## config.mk

```make
export PLATFORM = sky130hd
export DESIGN_NAME = memory_arbiter
export DESIGN_NICKNAME = d
export VERILOG_FILES = /design/src/rtl/types_pkg.sv /design/src/rtl/memory_arbiter.sv
export SDC_FILE = /design/constraint.sdc
export NUM_CORES = 1
export LEC_CHECK = 0
export CORE_AREA = 2 2 106 108
export CTS_CLUSTER_DIAMETER = 60
export DETAILED_ROUTE_END_ITERATION = 7
export DIE_AREA = 0 0 108 110
export GPL_TIMING_DRIVEN = 0
export PLACE_DENSITY = 0.57
export SETUP_SLACK_MARGIN = 0.02
export SLEW_MARGIN = 40
export SYNTH_ARGS = -nofsm -noshare
export SYNTH_HDL_FRONTEND = slang
export SYNTH_SLANG_ARGS = --single-unit
```

## constraint.sdc

```tcl
create_clock -name clk -period 1.5 [get_ports clk]
set_input_delay 0.15 -clock clk [delete_from_list [all_inputs] [get_ports clk]]
set_output_delay 0.15 -clock clk [all_outputs]
set_load 0.01 [all_outputs]
```

## src/rtl/types_pkg.sv

```systemverilog
// Shared types for the CPU memory bus arbiter.
//   word_t          : 32-bit address / data word
//   wstrobe_t       : per-byte write enables (all zero = load)
//   arbiter_state_t : arbiter FSM state encoding
package types_pkg;

  localparam int WORD_W    = 32;
  localparam int STROBE_W  = WORD_W / 8;

  typedef logic [WORD_W-1:0]   word_t;
  typedef logic [STROBE_W-1:0] wstrobe_t;

  typedef enum logic [1:0] {
    IDLE    = 2'd0,
    GRANT_I = 2'd1,
    GRANT_D = 2'd2
  } arbiter_state_t;

endpackage

```

## src/rtl/memory_arbiter.sv

```systemverilog
// Round-robin arbiter sharing one memory bus between the instruction-fetch
// port (i_*) and the load/store data port (d_*). One requester is granted at a
// time and the grant is held until the memory completes the transfer.
//
// Ports:
//   clk, reset                     clock, async active-high reset
//   i_valid/i_ready/i_address      fetch request, completion, address
//   i_rdata                        fetch read data (0 unless granted)
//   d_valid/d_ready/d_address      data request, completion, address
//   d_wstrobe/d_wdata              byte enables (0 = load), store data
//   d_rdata                        load data (0 unless granted)
//   m_valid/m_ready/m_address      memory request, completion, address
//   m_wstrobe/m_wdata/m_rdata      memory byte enables, write/read data
//
// State   | meaning
// IDLE    | no grant; memory bus driven to zero
// GRANT_I | fetch port owns the bus
// GRANT_D | data port owns the bus
module memory_arbiter
  import types_pkg::*;
#(
  parameter logic RESET_PRIORITY = 1'b1
) (
  input  logic     clk,
  input  logic     reset,
  input  logic     i_valid,
  output logic     i_ready,
  input  word_t    i_address,
  output word_t    i_rdata,
  input  logic     d_valid,
  output logic     d_ready,
  input  word_t    d_address,
  input  wstrobe_t d_wstrobe,
  input  word_t    d_wdata,
  output word_t    d_rdata,
  output logic     m_valid,
  input  logic     m_ready,
  output word_t    m_address,
  output wstrobe_t m_wstrobe,
  output word_t    m_wdata,
  input  word_t    m_rdata
);

  arbiter_state_t r_state;
  arbiter_state_t w_state_next;
  logic           r_prio;       // 0 = fetch favoured, 1 = data favoured
  logic           w_prio_next;

  always_ff @(posedge clk or posedge reset) begin
    if (reset) begin
      r_state <= IDLE;
      r_prio  <= RESET_PRIORITY;
    end else begin
      r_state <= w_state_next;
      r_prio  <= w_prio_next;
    end
  end

  // Next-state and priority update.
  always_comb begin
    w_state_next = r_state;
    w_prio_next  = r_prio;
    unique case (r_state)
      IDLE: begin
        if (i_valid && d_valid) begin
          w_state_next = r_prio ? GRANT_D : GRANT_I;
        end else if (i_valid) begin
          w_state_next = GRANT_I;
        end else if (d_valid) begin
          w_state_next = GRANT_D;
        end
      end
      GRANT_I: begin
        // Completion hands priority to the other port and switches
        // straight to it when it is already waiting.
        if (i_valid && m_ready) begin
          w_prio_next  = 1'b1;
          w_state_next = d_valid ? GRANT_D : IDLE;
        end
      end
      GRANT_D: begin
        if (d_valid && m_ready) begin
          w_prio_next  = 1'b0;
          w_state_next = i_valid ? GRANT_I : IDLE;
        end
      end
      default: w_state_next = IDLE;
    endcase
  end

  // Bus mux. Gating on reset keeps every output at zero for the whole
  // reset pulse, independent of when the state register responds.
  always_comb begin
    m_valid   = 1'b0;
    m_address = '0;
    m_wstrobe = '0;
    m_wdata   = '0;
    i_ready   = 1'b0;
    i_rdata   = '0;
    d_ready   = 1'b0;
    d_rdata   = '0;
    if (!reset) begin
      unique case (r_state)
        GRANT_I: begin
          m_valid   = i_valid;
          m_address = i_address;
          i_ready   = m_ready;
          i_rdata   = m_rdata;
        end
        GRANT_D: begin
          m_valid   = d_valid;
          m_address = d_address;
          m_wstrobe = d_wstrobe;
          m_wdata   = d_wdata;
          d_ready   = m_ready;
          d_rdata   = m_rdata;
        end
        default: ;
      endcase
    end
  end

endmodule
```

==> results of run 1 <==
timing repair:
item / 4_1_cts / 5_1_grt
setup endpoints to repair: 137 / 137
pin swaps: 54 / 21
cloned: 9 / 2
resized for setup: 663 / 132
buffers inserted: 19 / 7
endpoints found under the hold margin: 0 / 0
cell usage in the layout, fill, tap and decap left out, types with 2 or more instances in the layout:
cell type | synthesis | routed
ha_4 | 0 | 2
nor2_1 | 33 | 31
and2_4 | 0 | 65
and2b_4 | 1 | 2
buf_4 | 0 | 11
buf_6 | 2 | 99
clkbuf_16 | 0 | 2
a22oi_1 | 34 | 4
inv_1 | 5 | 3
buf_8 | 0 | 4
buf_12 | 0 | 2
o21ai_0 | 2 | 2
buf_2 | 17 | 63
clkbuf_2 | 0 | 2
clkdlybuf4s50_1 | 0 | 136
and2_1 | 102 | 37
dfrtp_2 | 0 | 2
nand2_1 | 3 | 2
a22oi_2 | 0 | 30
ha_1 | 4 | 2
clkdlybuf4s15_2 | 0 | 4
nor2_2 | 0 | 2
clkbuf_8 | 0 | 4
a21oi_1 | 3 | 3
synth_stat cells (all sizes together):
library cell  count  share of area
or3b              1         0.0062
ha                4          0.036
and2            102           0.45
a22oi            34           0.18
nor2b             2         0.0089
and2b             2          0.012
o21ai             3          0.013
a21oi             4          0.017
dfrtp             2          0.036
dfstp             1          0.019
inv               5          0.013
nor2             33          0.088
buf              19          0.077
clkbuf            2         0.0053
a31oi             1         0.0045
nand2             3         0.0080
nand3             1         0.0036
mux2              1          0.011
mux2i             1         0.0071
worst max-delay path by stage:
stage | slack, ps | from | cells past startpoint | endpoint
2_1_floorplan | 10 | r_state[0]$_DFFE_PP0P_ | 7 | d_rdata[21]
6_report | -330 | r_state[0]$_DFFE_PP0P_ | 7 | i_rdata[6]
5_1_grt | -400 | r_state[1]$_DFFE_PP0P_ | 8 | i_rdata[1]
3_3_place_gp | -790 | r_state[1]$_DFFE_PP0P_ | 7 | i_rdata[9]
3_5_place_dp | -820 | r_state[1]$_DFFE_PP0P_ | 7 | i_rdata[9]
4_1_cts | -420 | r_state[0]$_DFFE_PP0P_ | 8 | d_rdata[5]
power groups by stage:
stage               Combinational (mW)  Clock (mW)  Sequential, mW
floorplan                         1.59           0           0.150
global placement                  3.28           0           0.157
detailed placement                3.29           0           0.159
CTS                               4.09       0.247           0.168
global route                      4.99       0.256           0.188
finish                            4.66       0.239           0.179
worst register-to-register path: cells and delay by family, from the launching register on:
kind	cells	cell delay [ps]
flip-flops	1	440
buffers and inverters	3	350
multiplexers	1	260
adder cells (fa/ha/maj)	1	190
AO/OA/AOI/OAI	2	190
flip-flops by register name, indices dropped and copies added, names as in the netlist:
register	flops
r_state	2
r_prio	1
kinds of logic (layout without fill, tap and decap cells):
group / after synthesis / in the layout
fa+ha+maj: 4 / 4
flops: 3 / 3
simple gates: 144 / 144
buf+inv: 26 / 334
mux: 2 / 2
compound gates: 42 / 42
stage by stage:
stage	area, sq um	TNS [ps]	power (mW)	util
6_report	5000	-32730	5.08	0.468
5_1_grt	5000	-43770	5.44	0.468
4_1_cts	4570	-45910	4.51	0.427
3_5_place_dp	4300	-83820	3.45	0.402
3_3_place_gp	4300	-80570	3.44	0.402
2_1_floorplan	1410	0	1.74	-
per-layer routing:
metal	share of wire	global-route usage	vias to the layer above
li1	-	-	1344
met1	0.37	0.186	1246
met2	0.52	0.316	144
met3	0.076	0.0370	14
met4	0.026	0.0412	0
met5	0	0	-
area by class of cell:
type | instances | area (sq um) | area share
buffer | 19 | 236 | 0.0473
clock buffer | 4 | 45.0 | 0.00900
inverter | 5 | 21.3 | 0.00425
multi-input combinational | 192 | 1560 | 0.313
sequential | 3 | 78.8 | 0.0157
tap | 140 | 175 | 0.0350
timing repair buffer | 306 | 2880 | 0.576
==> flow_summary.json, run 1 <==
{
  "num_antenna_cells": 0,
  "wirelength_mm": 11.0,
  "yosysSeqAreaShare": 0.0543,
  "nFillCells": 1086,
  "io_buffers": 271,
  "post-place-ws_ps": -823,
  "grt_pass1_vias": 2729,
  "yosysWarnings": 0,
  "period_share": 1.22,
  "grt-ovfl-total": 0,
  "critPathMaxStageDelay_ps": 440,
  "cts_tree": "done",
  "antenna_found_initial": 0,
  "switching_share": 0.402,
  "core_sq_um": 10700,
  "p_switching_mw": 2.04,
  "worstSkewPairLatency_ps": 220,
  "syn_to_final_growth_pct": 256,
  "setup_viol": 137,
  "required_ps": 1350,
  "netlist_instances": 221,
  "p_comb_frac": 0.918,
  "cts-root-buf": "clkbuf_8",
  "place.gp.congestion": 0.823,
  "timing.critical_path.fanout_max": 5,
  "peakVddDrop_uv": 537,
  "crit_chain": "ha_4 -> buf_8 -> and2b_4 -> buf_6 -> buf_6 -> and2_1 -> buf_2",
  "violations": "negative setup slack",
  "ys_seq_elements": 3,
  "synth-simple-area-share": 0.581,
  "synth_fp_nets": 362,
  "holdBufCountCts": 0,
  "p_leak_nw": 2.32,
  "drtIter0Drc": 64,
  "fmax_mhz": 547,
  "fin_cells": 669,
  "syn_area_sq_um": 1410,
  "dp_cells": 632,
  "clockPowerShare": 0.047,
  "syn_avg_cell_area_sq_um": 6.36,
  "grt_max_degree": 11,
  "rows": 38,
  "synth-compound-area-share": 0.216,
  "worstMarginPinSlew_ps": 293,
  "finalMaxSlewViolations": 0,
  "power.share.sequential": 0.035,
  "drc": 0,
  "synth.mux.area_fraction": 0.0178,
  "synth_top_family_by_area": "simple AND/OR/NAND/NOR gates",
  "cts-buffers-inserted": 3,
  "cp_slowest_cell": "dfrtp_2",
  "via_per_inst": 4.11,
  "first_pass_iters": 4,
  "whs_ps": 193,
  "cp-start-kind": "flip-flop",
  "cts.sink_count": 3,
  "path_class": "reg -> out",
  "cp_top_family": "buffers and inverters",
  "synth_cell_types": 23,
  "timing.rr.end": "r_state[1]$_DFFE_PP0P_",
  "ios": 272,
  "dieArea_sq_um": 11900,
  "synth-xor-area-share": 0,
  "status": "finished, violations left",
  "arrival_ps": 1680,
  "vias": 2748,
  "grt.total_usage": 0.166,
  "powerDensity_nw_per_um2": 1010,
  "hold_viol_final": 0,
  "layout.nets": 671,
  "fin_crit_ps": 1830,
  "clockBufferDepth": 2,
  "rsz0062_at_grt": "true",
  "clk_pin_slew_ps": 30,
  "end_kind": "output port",
  "wl_per_cell_um": 16.4,
  "drv_cap": 0,
  "clock_skew_ps": 2.76,
  "synth_fa_ha_area_frac": 0.0356,
  "ant_nets": 0,
  "crit_path_frequent_cell": "buf_6",
  "rr_startpoint": "r_state[0]$_DFFE_PP0P_",
  "die_width_um": 108,
  "initial_core_util": 0.131,
  "hpwl_mm": 8.37,
  "hold_path.class": "in -> async",
  "die_h_um": 110,
  "r2r_slack_ps": -50,
  "grt_pass1_wl_mm": 15.3,
  "slew_headroom": 0.804,
  "internal-power_mw": 3.04,
  "postLayoutSetupSlackWorst_ps": -329,
  "r2r_cells": 7,
  "cp_num_buf_inv": 4,
  "drive_gt1_frac": 0.573,
  "h-tree-depth": 1
}
No activity file was read; power rests on OpenSTA's default activity.
==> inputs of run 2 (changes only) <==
CORE_AREA = default   (was 2 2 106 108)
CORE_MARGIN = 10   (was default)
CORE_UTILIZATION = 18   (was default)
DIE_AREA = default   (was 0 0 108 110)
PLACE_DENSITY = 0.75   (was 0.57)
==> flow_summary.json, run 2 (synthesized netlist as in run 1, its figures left out) <==
{
  "status": "finished, violations left",
  "violations": "negative setup slack",
  "die_h_um": 108,
  "drive_gt1_frac": 0.629,
  "cp_top_family": "buffers and inverters",
  "first_pass_iters": 5,
  "holdBufCountCts": 0,
  "setup_viol": 135,
  "slew_headroom": 0.699,
  "p_leak_nw": 2.40,
  "clock_skew_ps": 4.06,
  "nFillCells": 625,
  "rsz0062_at_grt": "true",
  "finalSetupTns_ps": -42780,
  "required_ps": 1350,
  "dieArea_sq_um": 11700,
  "hold_viol_final": 0,
  "worstMarginPinSlew_ps": 451,
  "path_class": "reg -> out",
  "drv_cap": 0,
  "cts_tree": "done",
  "h-tree-depth": 1,
  "period_share": 1.28,
  "cts-buffers-inserted": 3,
  "end_kind": "output port",
  "dpl_cell_area_sq_um": 4250,
  "wl_per_cell_um": 21.2,
  "worstSkewPairLatency_ps": 220,
  "clockBufferDepth": 2,
  "num_antenna_cells": 0,
  "grt-ovfl-total": 0,
  "finalMaxSlewViolations": 0,
  "hold_path.class": "in -> async",
  "clk_pin_slew_ps": 30,
  "drc": 0,
  "cp_num_buf_inv": 5,
  "post-route-cell-area_sq_um": 5240,
  "grt_pass1_vias": 2898,
  "initial_core_util": 0.184,
  "postLayoutSetupSlackWorst_ps": -423,
  "ant_nets": 0,
  "cts.sink_count": 3,
  "critPathMaxStageDelay_ps": 400,
  "place.gp.congestion": 0.806,
  "reg_top3": "r_state (2), r_prio (1)",
  "cts-root-buf": "clkbuf_8",
  "ios": 272,
  "mostFrequentLayoutCells": "clkdlybuf4s50_1, buf_6, and2_4",
  "crit_path_frequent_cell": "buf_6",
  "cp-start-kind": "flip-flop",
  "peakVddDrop_uv": 713,
  "wirelength_mm": 13.6,
  "drtIter0Drc": 85,
  "fin_crit_ps": 1920,
  "syn_to_final_growth_pct": 272,
  "largest_reg_flops": 2,
  "fmax_mhz": 520,
  "core_sq_um": 7650,
  "regMostFlops": "r_state",
  "grt_pass1_wl_mm": 17.9,
  "grt.total_usage": 0.194,
  "io_buffers": 271,
  "final_common_cell": "clkdlybuf4s50_1",
  "via_per_inst": 4.47,
  "rows": 32,
  "vias": 2854,
  "layout.nets": 679,
  "crit_chain": "buf_6 -> ha_4 -> buf_6 -> and2b_4 -> buf_6 -> buf_6 -> and2_4 -> buf_6",
  "grt_max_degree": 11,
  "hpwl_mm": 10.3,
  "die_width_um": 108,
  "cp_slowest_cell": "dfrtp_1",
  "arrival_ps": 1770,
  "p_total_mw": 5.91,
  "antenna_found_initial": 0,
  "timing.critical_path.fanout_max": 7,
  "powerDensity_nw_per_um2": 1130
}
==> run 2: cell types whose count changed in the layout (fill, tap and decap cells not counted), sizes merged <==
cell | before | now
buf | 180 | 188
clkdlybuf4s15 | 4 | 3
nand2 | 3 | 4
==> run 2: timing repair <==
action                                  4_1_cts  5_1_grt
endpoints found under the setup margin      136      137
pin swaps                                    37       38
gates resized for setup                     667      182
cloned                                        7        7
hold endpoints to repair                      0        0
setup buffers                                15       13
==> run 2: worst paths after layout <==
path / startpoint / endpoint / slack (ps) / cells past startpoint
setup / recovery: r_state[1]$_DFFE_PP0P_ / d_rdata[24] / -420 / 8
hold / removal: reset / r_state[1]$_DFFE_PP0P_ / 310 / 2
setup reg to reg: r_state[1]$_DFFE_PP0P_ / r_state[0]$_DFFE_PP0P_ / 0 / 6
hold reg to reg: r_prio$_DFFE_PP1P_ / r_prio$_DFFE_PP1P_ / 510 / 2
max in group asynchronous: reset / r_prio$_DFFE_PP1P_ / 850 / 2
min in group clk: r_prio$_DFFE_PP1P_ / r_prio$_DFFE_PP1P_ / 510 / 2
==> run 2: routing by layer <==
layer,wire (um),track usage,vias to the layer above,part of all wire
met1,4780,0.199,1329,0.35
met2,7470,0.384,153,0.55
met3,1180,0.0631,6,0.087
li1,-,-,1366,-
met5,0,0,-,0
met4,136,0.0151,0,0.010
==> run 2: through the flow <==
step / worst slack [ps] / hold slack, ps / utilization / instances
after floorplan: 14.4 / -88.8 / - / 221
after global placement: -788 / 397 / 0.556 / 594
after detailed placement: -804 / 394 / 0.556 / 594
after CTS: -412 / 218 / 0.593 / 620
after global routing: -474 / 340 / 0.685 / 639
final: -423 / 313 / 0.685 / 639
==> run 2: final cells by class <==
cell class | count | area (sq um) | area share
plain buffers | 21 | 264 | 0.0504
clock buffers | 4 | 45.0 | 0.00860
inverters | 5 | 21.3 | 0.00406
multi-input cells | 193 | 1700 | 0.324
flip-flops and latches | 3 | 77.6 | 0.0148
well taps | 102 | 128 | 0.0244
repair buffers | 311 | 3000 | 0.573
==> run 2: report_power, final <==
part	switching, mW	internal [mW]	total [mW]
clock network	0.0595	0.182	0.241
logic	2.31	3.19	5.49
registers	0.0433	0.127	0.170
total	2.41	3.49	5.91
